===== src/rtl/devil_snoop_ctrl.sv =====
// ACE snoop responder: accepts AC beats, filters them by snoop type and address
// windows, and answers on CR either immediately or after a programmable delay.
module devil_snoop_ctrl #(
   parameter int ADDR_W = 44,
   parameter int NWIN   = 4,
   parameter int DLY_W  = 16
) (
   input  logic                     clk_100MHz,
   input  logic                     reset,
   input  logic                     en,
   input  logic                     func,
   input  logic                     acflt_en,
   input  logic [3:0]               acsnoop_match,
   input  logic                     addrflt_en,
   input  logic [NWIN-1:0]          win_en,
   input  logic [NWIN*ADDR_W-1:0]   win_base,
   input  logic [NWIN*ADDR_W-1:0]   win_size,
   input  logic [DLY_W-1:0]         delay,
   input  logic [4:0]               crresp_cfg,
   input  logic                     acvalid,
   output logic                     acready,
   input  logic [ADDR_W-1:0]        acaddr,
   input  logic [3:0]               acsnoop,
   output logic                     crvalid,
   input  logic                     crready,
   output logic [4:0]               crresp,
   output logic                     done,
   input  logic                     done_clr,
   output logic [15:0]              hit_cnt,
   output logic [2:0]               hit_win
);

   typedef enum logic [1:0] {
      ST_IDLE  = 2'd0,
      ST_DELAY = 2'd1,
      ST_RESP  = 2'd2
   } state_t;

   state_t            state_r, next_state_s;
   logic              acready_r, crvalid_r, acready_nxt_s, crvalid_nxt_s;
   logic [4:0]        crresp_r;
   logic [DLY_W-1:0]  cnt_r;
   logic              done_r, hit_pend_r, osh_r;
   logic [15:0]       hit_cnt_r;
   logic [2:0]        hit_win_r, win_idx_s;
   logic [NWIN-1:0]   win_hit_s;
   logic              accept_s, hit_s, cr_hs_s, inc_s, done_set_s;

   // Window limit is formed one bit wider so base+size never wraps.
   function automatic logic win_match(input logic [ADDR_W-1:0] base,
                                      input logic [ADDR_W-1:0] size,
                                      input logic [ADDR_W-1:0] addr);
      logic [ADDR_W:0] lim;
      lim = {1'b0, base} + {1'b0, size};
      return (addr >= base) && ({1'b0, addr} < lim);
   endfunction

   assign accept_s   = acvalid && acready_r;
   assign cr_hs_s    = crvalid_r && crready;
   assign inc_s      = accept_s && hit_s;
   assign done_set_s = cr_hs_s && hit_pend_r && osh_r;

   // Per-window match and lowest-index priority select.
   always_comb begin
      win_idx_s = 3'd0;
      for (int i = NWIN - 1; i >= 0; i--) begin
         win_hit_s[i] = win_en[i] && win_match(win_base[i*ADDR_W +: ADDR_W],
                                               win_size[i*ADDR_W +: ADDR_W], acaddr);
         win_idx_s    = win_hit_s[i] ? 3'(i) : win_idx_s;
      end
   end

   assign hit_s = en && !done_r && (!acflt_en || (acsnoop == acsnoop_match))
                  && (!addrflt_en || (|win_hit_s));

   // State register.
   always_ff @(posedge clk_100MHz or posedge reset) begin
      if (reset) begin
         state_r <= ST_IDLE;
      end else begin
         state_r <= next_state_s;
      end
   end

   // Next-state decode.
   always_comb begin
      next_state_s = state_r;
      case (state_r)
         ST_IDLE: begin
            if (accept_s) begin
               next_state_s = (hit_s && (delay != '0)) ? ST_DELAY : ST_RESP;
            end else begin
               next_state_s = ST_IDLE;
            end
         end
         ST_DELAY: begin
            if (cnt_r <= DLY_W'(1)) begin
               next_state_s = ST_RESP;
            end else begin
               next_state_s = ST_DELAY;
            end
         end
         ST_RESP: begin
            if (cr_hs_s) begin
               next_state_s = ST_IDLE;
            end else begin
               next_state_s = ST_RESP;
            end
         end
         default: next_state_s = ST_IDLE;
      endcase
   end

   // Output decode from the upcoming state so handshake outputs are registered.
   always_comb begin
      acready_nxt_s = 1'b0;
      crvalid_nxt_s = 1'b0;
      case (next_state_s)
         ST_IDLE:  acready_nxt_s = 1'b1;
         ST_RESP:  crvalid_nxt_s = 1'b1;
         default: begin
            acready_nxt_s = 1'b0;
            crvalid_nxt_s = 1'b0;
         end
      endcase
   end

   // Handshake output registers.
   always_ff @(posedge clk_100MHz or posedge reset) begin
      if (reset) begin
         acready_r <= 1'b0;
         crvalid_r <= 1'b0;
      end else begin
         acready_r <= acready_nxt_s;
         crvalid_r <= crvalid_nxt_s;
      end
   end

   // Per-snoop context captured at acceptance; delay counter.
   always_ff @(posedge clk_100MHz or posedge reset) begin
      if (reset) begin
         crresp_r   <= 5'd0;
         cnt_r      <= '0;
         hit_pend_r <= 1'b0;
         osh_r      <= 1'b0;
      end else if (accept_s) begin
         crresp_r   <= hit_s ? crresp_cfg : 5'd0;
         cnt_r      <= hit_s ? delay : '0;
         hit_pend_r <= hit_s;
         osh_r      <= !func;
      end else if (state_r == ST_DELAY) begin
         cnt_r      <= cnt_r - DLY_W'(1);
      end else if (cr_hs_s) begin
         crresp_r   <= 5'd0;
         hit_pend_r <= 1'b0;
      end
   end

   // Status: one-shot flag, saturating hit counter, last hit window.
   always_ff @(posedge clk_100MHz or posedge reset) begin
      if (reset) begin
         done_r    <= 1'b0;
         hit_cnt_r <= 16'd0;
         hit_win_r <= 3'd0;
      end else begin
         if (done_set_s) begin
            done_r <= 1'b1;
         end else if (done_clr) begin
            done_r <= 1'b0;
         end
         if (inc_s) begin
            hit_cnt_r <= (hit_cnt_r == 16'hFFFF) ? hit_cnt_r : hit_cnt_r + 16'd1;
            hit_win_r <= addrflt_en ? win_idx_s : 3'd0;
         end else if (done_clr) begin
            hit_cnt_r <= 16'd0;
         end
      end
   end

   assign acready = acready_r;
   assign crvalid = crvalid_r;
   assign crresp  = crresp_r;
   assign done    = done_r;
   assign hit_cnt = hit_cnt_r;
   assign hit_win = hit_win_r;

endmodule


===== config.mk =====
export PLATFORM = sky130hd
export DESIGN_NAME = devil_snoop_ctrl
export DESIGN_NICKNAME = d
export VERILOG_FILES = /design/src/rtl/devil_snoop_ctrl.sv
export SDC_FILE = /design/constraint.sdc
export NUM_CORES = 1
export LEC_CHECK = 0
export ABC_AREA = 1
export BUFFER_PORTS_ARGS = -buffer_cell sky130_fd_sc_hd__buf_2
export CAP_MARGIN = 10
export CELL_PAD_IN_SITES_DETAIL_PLACEMENT = 2
export CELL_PAD_IN_SITES_GLOBAL_PLACEMENT = 2
export CORE_MARGIN = 1.5
export CORE_UTILIZATION = 30
export DETAILED_ROUTE_END_ITERATION = 10
export PLACE_DENSITY = 0.94
export SYNTH_ARGS = -nofsm -noshare
export SYNTH_HDL_FRONTEND = slang
export SYNTH_SLANG_ARGS = --single-unit

===== constraint.sdc =====
create_clock -name clk_100MHz -period 3.17 [get_ports clk_100MHz]
set_input_delay 0.634 -clock clk_100MHz [delete_from_list [all_inputs] [get_ports clk_100MHz]]
set_output_delay 0.634 -clock clk_100MHz [all_outputs]
set_load 0.005 [all_outputs]

==> impl_results.md, run 1 <==
* Status: stopped before the end
* Stop stage: detailed placement (3_5_place_dp)
* First error: [ERROR DPL-0033] detailed placement checks failed during check placement.
* Post-synth EDFFs at 0
* IO Count at 465
* Post-Syn Nets at 4296
* Synth top area share at 31.2%
* Cell count after synthesis at around 3300
* Async SR Flop Fraction at 100%
* Die H at 268 um
* Sequential fraction of the synthesis area at between 5 and 6%
* Distinct cells, synth at 58
* Initial Util at just over 30%
* Synth top area cells: ha_1 (31%), nand2_1 (13%), a21oi_1 (9.0%)
* Buffers on Ports at 463
* Mapped Area at between 20000 and 25000 sq um
* Leading area contributor after synthesis: ha_1
* Row count at between 90 and 100
* Warnings from Yosys at 0
* Placer congestion estimate at 0.962
* Die X at 268 um
* Synth Register Bits at 46
* HPWL after DPL at ~150 mm
* Top FF cell, synth: dfrtp_1
* Syn_area_per_cell at between 6 and 7 sq um
==> synthesized netlist by cell type, types with 3 or more instances <==
| cell type | instances |
|---|---|
| ha_1 | 527 |
| and2_1 | 5 |
| o21ai_1 | 9 |
| nor3_1 | 42 |
| o21bai_1 | 13 |
| nand3b_1 | 8 |
| inv_1 | 497 |
| fa_1 | 4 |
| or2_2 | 3 |
| a21oi_2 | 7 |
| buf_2 | 6 |
| nand2_2 | 11 |
| a21o_1 | 23 |
| clkbuf_1 | 4 |
| nand2_1 | 704 |
| nor4_1 | 17 |
| nand3_2 | 11 |
| o221ai_1 | 8 |
| o21ai_2 | 3 |
| o31ai_1 | 4 |
| xnor2_1 | 87 |
| xor2_1 | 96 |
| a21oi_1 | 381 |
| dfrtp_1 | 46 |
| a21boi_0 | 6 |
| buf_6 | 3 |
| nor2_1 | 310 |
| o211ai_1 | 9 |
| nand4_1 | 71 |
| inv_2 | 11 |
| a31oi_1 | 42 |
| a31o_2 | 3 |
| nor2_2 | 20 |
| nand3_1 | 111 |
| o21ai_0 | 154 |
| o21a_1 | 31 |
| a211oi_1 | 12 |
==> logic make-up after synthesis <==
kind of cell	count (synthesis)	share of synthesized area, %
compound gates	716	19.0
flops	46	5.45
xor+xnor	183	7.59
other cells	1	0.0178
buf+inv	525	9.51
fa+ha+maj	531	31.6
simple gates	1325	26.8
==> stage by stage <==
step,setup WS (ns),instance area (sq um),TNS [ns]
3_3_place_gp,-1.71,31800,-71.19
2_1_floorplan,-1.13,21300,-44.39
==> inputs of run 2 (changes only) <==
--- a/config.mk
+++ b/config.mk
@@ -8,12 +8,10 @@
 export ABC_AREA = 1
 export BUFFER_PORTS_ARGS = -buffer_cell sky130_fd_sc_hd__buf_2
 export CAP_MARGIN = 10
-export CELL_PAD_IN_SITES_DETAIL_PLACEMENT = 2
-export CELL_PAD_IN_SITES_GLOBAL_PLACEMENT = 2
 export CORE_MARGIN = 1.5
-export CORE_UTILIZATION = 30
+export CORE_UTILIZATION = 35
 export DETAILED_ROUTE_END_ITERATION = 10
-export PLACE_DENSITY = 0.94
+export PLACE_DENSITY_LB_ADDON = 0.15
 export SYNTH_ARGS = -nofsm -noshare
 export SYNTH_HDL_FRONTEND = slang
 export SYNTH_SLANG_ARGS = --single-unit
==> impl_results.md, run 2 <==
* Status: finished, violations left
* Failing checks: DRC, setup timing
* DRC Markers at 3
* CTS tree: done
* Async SR Flop Fraction at 100%
* DR vias/cell at between 4 and 5
* Placer congestion estimate at roughly 0.99
* Critical path fanouts, max at 8
* Synth Register Bits at 46
* Clock Path Buffers at 2
* Row count at between 80 and 90
* Clock skew at 0.00507 ns
* Root Buffer: clkbuf_16
* Placed insts at 5506
* Most common cell in the netlist: nand2_1
* Post-layout util at 55.4%
* DP Area at 31700 sq um
* Clk sinks at 46
* Post-synth EDFFs at 0
* P&R area growth vs syn at 55.7%
* GRT overflow at 0
* Reg clk slew, reported paths at 0.06 ns
* Finished Layout Cells at 5562
* Headroom to the max-slew limit at 39.6%
* Post-synth top cells: nand2_1 (704), ha_1 (527), inv_1 (497), a21oi_1 (381), nor2_1 (310)
* Total iterations of the first detailed-routing run at 8
* VDD IR max at 0.205 mV
* Cell count after synthesis at 3327
* WL/cell at 15.5 um
* Minimum clock period at around 4.4 ns
* Reg2reg start: hit_cnt[1]
* Sequential fraction of the synthesis area at 5.45%
* Antenna violations before repair at 39
* Mapped Area at 21100 sq um
* Buffers on Ports at between 400 and 500
* Largest net degree at the start of global routing at 37
* Critical path class: in -> reg
* Synth top area cells: ha_1 (31%), nand2_1 (13%), a21oi_1 (9.0%)
* All-Layer GR Usage at 26.8%
* DIE AREA at just over 60000 sq um
* Syn_area_per_cell at 6.35 sq um
* Routed Antenna Nets at 0
* HPWL after DPL at 77.7 mm
* Hold Crit Class: in -> async
* IO Count at 465
* Die H at 249 um
* Share of cells above drive strength 1 at between 30% and 40%
* R2r endpoint: hit_cnt[0]
* WL final at between 80 and 90 mm
* Leading cell type in the layout, fill and taps excluded: buf_4
* Total power density per cell area at 252 nW/um^2
* Worst r2r path cells at 18
* H-tree levels at 2
* Leakage at 18.3 nW
* Top FF cell, synth: dfrtp_1
* Post-Syn Nets at 4296
* Core Footprint at between 50000 and 60000 sq um
* Final Cycle Share at 138%
* RSZ-0062 raised after global routing: true
* Arrival time worst endpoint at 4.55 ns
* Endpoints failing hold at 0
* Total CTS buffers at 5
* Post-route cell area at around 33000 sq um
* Final worst setup slack at -1.19 ns
* Leading cell types in the layout, fill and taps excluded: buf_4 (982), nand2_1 (679), ha_1 (511), inv_1 (491), buf_2 (457)
* FMAX at about 230 MHz
* Leading area contributor after synthesis: ha_1
* Max-cap violations at 0
* Die X at 249 um
* Reg-to-reg setup timing slack at 0.70 ns
* CP endpoint kind: flop
* Crit start category: input pin
* Worst EP required at 3.36 ns
* Initial Util at 35.6%
* First-pass GRT wire length at 133 mm
* Vias in the first global route at 25700
* Layout net count at 5745
* 1st-iter DRT viols at 1221
* Warnings from Yosys at 0
* Max-slew violations at 0
* Worst Tran Pin Value at 0.897 ns
* Clock latency on the worst-skew pair at 0.30 ns
* Final setup fails at between 40 and 50
* Vias at 26800
* Distinct cells, synth at 58
* Synth top area share at 31.2%
==> run 2: cell counts after synthesis <==
No cell type changed its count.
==> run 2: routing by layer <==
metal  GRT usage [%]  wire, um  share of wire (%)
met4            5.94      2130                2.5
met5               0       314               0.36
met1            33.6     38100                 44
met3            4.84      5250                6.1
met2            47.5     40700                 47
==> run 2: timing repair <==
item,in CTS,in global routing
gates resized for setup,62,107
gates cloned,0,4
setup buffers,23,12
pin swaps,37,64
hold buffers,0,0
setup endpoints to repair,44,44
==> run 2: cells by family after synthesis <==
kind of cell             Yosys count  share of synthesized area, %
XOR/XNOR                         183                          7.59
other                              1                        0.0178
buffers and inverters            525                          9.51
AND/OR/NAND/NOR                 1325                          26.8
adder cells (fa/ha/maj)          531                          31.6
AO/OA/AOI/OAI                    716                          19.0
flip-flops                        46                          5.45
==> run 2: worst max-delay path by stage <==
stage / startpoint / to / slack [ns] / cells after the start
after floorplan: win_base[0] / hit_cnt[3] / -1.13 / 35
after global placement: win_base[88] / hit_cnt[7] / -1.67 / 29
after detailed placement: win_base[88] / hit_cnt[7] / -1.74 / 29
after CTS: win_size[88] / hit_cnt[7] / -1.15 / 29
after global routing: win_size[0] / hit_cnt[0] / -1.42 / 35
final: win_base[49] / hit_cnt[4] / -1.19 / 28
==> run 2: critical path: stages <==
cell	delay, ns
buf_2	0.11
ha_1	0.33
buf_4	0.13
nand2_1	0.06
o21ai_1	0.25
buf_4	0.16
nand2_1	0.04
a21oi_1	0.13
a211oi_1	0.06
buf_4	0.15
o21ai_0	0.30
nand2_1	0.10
o211ai_1	0.21
a21oi_1	0.17
xor2_1	0.17
ha_1	0.28
nand2_1	0.09
o21ai_0	0.20
nand2_1	0.08
nand2_1	0.11
nor2_4	0.05
nor2_4	0.15
nand2_8	0.09
nand3_4	0.10
nand2_4	0.09
clkbuf_16	0.17
nand3_1	0.06
nand2_1	0.05
==> run 2: final cells by class <==
class	instances	area (sq um)
clock buffers	7	133
multi-input cells	2756	18700
flip-flops and latches	46	1150
diodes	13	32.5
well taps	773	967
inverters	509	1920
repair buffers	1458	9970
fillers	6074	26500
==> run 2: metrics by stage <==
step           power (W)  setup slack [ns]  setup TNS (ns)  hold WS (ns)
2_1_floorplan    0.00441             -1.13          -44.39         0.453
3_3_place_gp     0.00735             -1.67          -70.89         0.463
3_5_place_dp     0.00742             -1.74          -73.67         0.474
4_1_cts          0.00808             -1.15          -48.15         0.275
5_1_grt          0.00916             -1.42          -58.95         0.290
6_report         0.00829             -1.19          -49.36         0.264
==> run 2: power by group <==
part / switching [W] / leakage (nW) / internal (W)
clock: 0.000231 / 0.0641 / 0.000289
combinational: 0.00353 / 17.7 / 0.00335
sequential: 0.000150 / 0.596 / 0.000748
total: 0.00391 / 18.3 / 0.00438
Note: power is estimated with default switching activity, not from simulation.
==> inputs of run 3 (changes only) <==
--- a/config.mk
+++ b/config.mk
@@ -8,6 +8,7 @@
 export ABC_AREA = 1
 export BUFFER_PORTS_ARGS = -buffer_cell sky130_fd_sc_hd__buf_2
 export CAP_MARGIN = 10
+export CORE_ASPECT_RATIO = 1.75
 export CORE_MARGIN = 1.5
 export CORE_UTILIZATION = 35
 export DETAILED_ROUTE_END_ITERATION = 10
==> impl_results.md, run 3 (synthesis gave the netlist of run 2 again) <==
* Status: finished, violations left
* Failing checks: setup timing
* Crit start category: input pin
* Slowest CP cell: ha_1
* Place WS at -1.67 ns
* Max-slew violations at 0
* Share of cells above drive strength 1 at 34.8%
* Hold Crit Class: reg -> reg
* Placed insts at about 5500
* Vias in the first global route at 26400
* Die X at approximately 190 um
* Clock latency on the worst-skew pair at 0.31 ns
* HPWL after DPL at ~82 mm
* DIE AREA at 61900 sq um
* Post-route cell area at 32500 sq um
* Reg clk slew, reported paths at 0.06 ns
* Headroom to the max-slew limit at between 10% and 20%
* Clock skew at 0.00544 ns
* CP endpoint kind: flop
* Slowest stage delay, CP at 0.36 ns
* Vias at 26900
* Final total power at 0.00825 W
* Leading cell types in the layout, fill and taps excluded: buf_4 (909), nand2_1 (689), ha_1 (508), inv_1 (485), buf_2 (457)
* All-Layer GR Usage at 28.3%
* CTS tree: done
* Root Buffer: clkbuf_16
* WL final at 90.4 mm
* Total CTS buffers at 5
* Critical path fanouts, max at 16
* GRT overflow at 0
* Final Cycle Share at 136%
* Largest net degree at the start of global routing at 47
* Final setup fails at 44
* WL/cell at roughly 16 um
* Leading cell type in the layout, fill and taps excluded: buf_4
* Total power density per cell area at 254 nW/um^2
* DRC Markers at 0
* Row count at 119
* Layout net count at 5673
* Crit path max-delay family: simple AND/OR/NAND/NOR gates
* Critical path class: in -> reg
* Die H at 328 um
* Buffers on Ports at between 400 and 500
* Leakage at 18.0 nW
* FMAX at 232 MHz
* Routed Antenna Nets at 0
* Total iterations of the first detailed-routing run at 5
* Buf+Inv Stages, Crit Path at 6
* DR vias/cell at 4.88
* Clock Path Buffers at 2
* Endpoints failing hold at 0
* IO Count at 465
* VDD IR max at 0.444 mV
* Antenna violations before repair at 45
* H-tree levels at 2
* DP Area at approximately 31000 sq um
* Max-cap violations at 0
* Initial Util at 35.3%
* Hold Buf Count CTS at 0
* Arrival time worst endpoint at 4.49 ns
* First-pass GRT wire length at 136 mm
* Worst Tran Pin Value at ~1.2 ns
* Finished Layout Cells at 5509
* Minimum clock period at 4.31 ns
* Fill cell count at 6297
* Placer congestion estimate at around 0.99
* Worst EP required at 3.36 ns
* Final worst setup slack at -1.14 ns
* RSZ-0062 raised after global routing: true
* Core Footprint at 59900 sq um
* P&R area growth vs syn at 53.8%
* Clk sinks at 46
* 1st-iter DRT viols at 1033
[run 3: final cells by class]
class	count	area [sq um]	area share, %
clock buffers	7	143	0.439
diodes	18	45.0	0.139
flip-flops and latches	46	1150	3.54
well taps	786	983	3.03
clock inverters	1	5.00	0.0154
inverters	509	1920	5.90
repair buffers	1386	9450	29.1
multi-input cells	2756	18800	57.9
[run 3: worst min-delay path: stages (launching register included)]
cell     delay [ns]
dfrtp_1        0.35
nand2_1        0.05
nand2_1        0.05
[run 3: power by group]
part / switching (W) / internal (W) / total (W) / leakage [nW]
combinational: 0.00355 / 0.00325 / 0.00680 / 17.3
sequential: 0.000155 / 0.000748 / 0.000903 / 0.596
clock: 0.000237 / 0.000313 / 0.000551 / 0.0740
[run 3: worst paths after layout]
check | start | endpoint | slack (ns) | cells after the start
max | win_base[59] | hit_cnt[7] | -1.14 | 28
min | hit_win[1] | hit_win[1] | 0.48 | 2
max reg2reg | hit_cnt[0] | hit_cnt[7] | 0.45 | 18
min reg2reg | hit_win[1] | hit_win[1] | 0.48 | 2
max in group asynchronous | reset | hit_cnt[15] | 2.25 | 3
min in group asynchronous | reset | state_r[0] | 0.49 | 3
[run 3: routing by layer]
metal,track usage [%],part of all wire [%],wire length (um)
met1,28.3,37,33200
met3,5.62,6.2,5610
met4,12.8,5.2,4700
met2,55.2,52,46700
met5,0,0.31,276
[run 3: through the flow]
stage          TNS, ns  utilization, %  hold WS, ns
6_report        -44.62            54.3        0.484
5_1_grt         -56.76            54.2        0.523
4_1_cts         -47.61            53.2        0.487
3_5_place_dp    -70.65            52.3        0.472
3_3_place_gp    -65.46            52.3        0.468
2_1_floorplan   -44.39               -        0.453
[run 3: repair_timing]
action / CTS / global route
resized for setup: 64 / 132
setup endpoints to repair: 44 / 44
buffers inserted: 12 / 11
pin swaps: 37 / 64
hold endpoints to repair: 0 / 0
gates cloned: 1 / 1
==> inputs of run 4 (changes only) <==
--- a/config.mk
+++ b/config.mk
@@ -8,7 +8,7 @@
 export ABC_AREA = 1
 export BUFFER_PORTS_ARGS = -buffer_cell sky130_fd_sc_hd__buf_2
 export CAP_MARGIN = 10
-export CORE_ASPECT_RATIO = 1.75
+export CORE_ASPECT_RATIO = 1.5
 export CORE_MARGIN = 1.5
 export CORE_UTILIZATION = 35
 export DETAILED_ROUTE_END_ITERATION = 10
==> impl_results.md, run 4 (synthesis gave the netlist of run 2 again) <==
* TNS Setup at -46.17 ns
* DRC Markers at 0
* R2r endpoint: hit_cnt[7]
* Endpoints failing hold at 0
* DP Area at 31300 sq um
* Final setup fails at 44
* Failing checks: setup timing
* WL/cell at 16.2 um
* Routed Antenna Nets at 0
* Arrival time worst endpoint at roughly 4.5 ns
* P&R area growth vs syn at 55.2%
* Row count at 110
* Initial Util at 35.3%
* Sequential Power Share at 10.8%
* Hold Buf Count CTS at 0
* RSZ-0062 raised after global routing: true
* WL final at 89.1 mm
* Die X at 204 um
* Final total power at between 0.008 and 0.009 W
* Critical path fanouts, max at 16
* Worst r2r path cells at 18
* Slowest CP cell: ha_1
* CTS tree: done
* Hold Crit Class: reg -> reg
* VDD IR max at 0.364 mV
* Worst EP required at 3.36 ns
* Hold path depth at 2
* Clock Path Buffers at 2
* Core Footprint at between 50000 and 60000 sq um
* Total iterations of the first detailed-routing run at 5
* Placer congestion estimate at between 1 and 1.5
* Total CTS buffers at 5
* Reg-to-reg setup timing slack at 0.60 ns
* Combinational power share at 82.5%
* Sw Share at 47.5%
* Clock latency on the worst-skew pair at 0.30 ns
* All-Layer GR Usage at around 28%
* Vias in the first global route at 26300
* FMAX at 233 MHz
* Min-delay src: hit_win[1]
* 1st-iter DRT viols at between 1000 and 1500
* H-tree levels at 2
* Clk sinks at 46
* Share of cells above drive strength 1 at 35.2%
* Int Pwr at around 0.0044 W
* Final Cycle Share at 135%
* Post-route cell area at 32800 sq um
* Headroom to the max-slew limit at 9.65%
* CP endpoint kind: flop
* Status: finished, violations left
* DIE AREA at 61900 sq um
* Leading cell types in the layout, fill and taps excluded: buf_4 (916), nand2_1 (678), ha_1 (505), inv_1 (490), buf_2 (456)
* Vias at 26700
* Final worst setup slack at -1.12 ns
* Leakage at 18.2 nW
* GRT overflow at 0
* Leading cell type in the layout, fill and taps excluded: buf_4
* Placed insts at around 5500
* Reg clk slew, reported paths at about 0.060 ns
* Place WS at -1.68 ns
* Worst Tran Pin Value at 1.34 ns
* Clock skew at about 0.0085 ns
* Max-slew violations at 0
* First-pass GRT wire length at about 140 mm
* DR vias/cell at 4.84
* Max-cap violations at 0
* IO Count at 465
* Net switching power at 0.00397 W
* Critical path class: in -> reg
* Antenna violations before repair at 38
* Crit start category: input pin
* Hold endpoint: hit_win[1]
* Total power density per cell area at 255 nW/um^2
* Reg2reg start: hit_cnt[1]
* Finished Layout Cells at 5512
* Largest net degree at the start of global routing at 47
* Die H at 304 um
* Buffers on Ports at approximately 460
* Slowest stage delay, CP at 0.33 ns
* Minimum clock period at 4.29 ns
* Root Buffer: clkbuf_16
* Layout net count at between 5000 and 6000
* Clk pwr share at 6.7%
* HPWL after DPL at about 80 mm
## run 4: cell types whose count changed in the layout (fill, tap and decap cells not counted), sizes merged
cell,previous run,this run
buf,1385,1396
clkbuf,8,9
clkinv,3,2
diode,18,11
inv,507,508
## run 4: worst max path at each step
stage                              from    endpoint  slack, ns  cells after the start
after global routing      win_base[147]  hit_cnt[9]      -1.40                     30
final                      win_base[49]  hit_cnt[7]      -1.12                     27
after floorplan             win_base[0]  hit_cnt[3]      -1.13                     35
after global placement    win_base[132]  hit_cnt[5]      -1.57                     31
after CTS                  win_size[88]  hit_cnt[7]      -1.07                     33
after detailed placement  win_base[134]   crresp[4]      -1.68                     30
## run 4: layout make-up
class	instances	area (sq um)
Fill cell	6204	27100
Antenna cell	11	27.5
Tap cell	784	981
Multi-Input combinational cell	2756	18900
Inverter	509	1920
Sequential cell	46	1150
Timing Repair Buffer	1398	9630
Clock buffer	7	143
Clock inverter	1	5.00
## run 4: critical path: cells and delay by family
kind | cells | cell delay [ns]
buffers and inverters | 6 | 0.90
XOR/XNOR | 1 | 0.19
AND/OR/NAND/NOR | 9 | 0.83
AO/OA/AOI/OAI | 9 | 1.31
adder cells (fa/ha/maj) | 2 | 0.60
## run 4: layer usage
metal,GRT usage (%),part of all wire [%]
met1,30.9,40
met2,52.7,51
met3,4.86,5.7
met4,8.25,3.3
met5,0,0.41
## run 4: what timing repair did
action,4_1_cts,5_1_grt
endpoints found under the setup margin,44,44
pin swaps,76,40
resized for setup,108,110
setup buffers,30,4
cloned,2,2
## run 4: power groups by stage
stage	registers, W	logic [W]	clock network (W)
5_1_grt	0.000922	0.00770	0.000575
3_3_place_gp	0.000907	0.00639	0
4_1_cts	0.000896	0.00670	0.000565
2_1_floorplan	0.000873	0.00353	0
6_report	0.000901	0.00688	0.000560
3_5_place_dp	0.000904	0.00645	0
## run 4: metrics by stage
step / util [%] / hold slack (ns)
3_5_place_dp: 52.4 / 0.473
2_1_floorplan: - / 0.453
6_report: 54.8 / 0.488
3_3_place_gp: 52.4 / 0.467
4_1_cts: 53.9 / 0.490
5_1_grt: 54.7 / 0.524
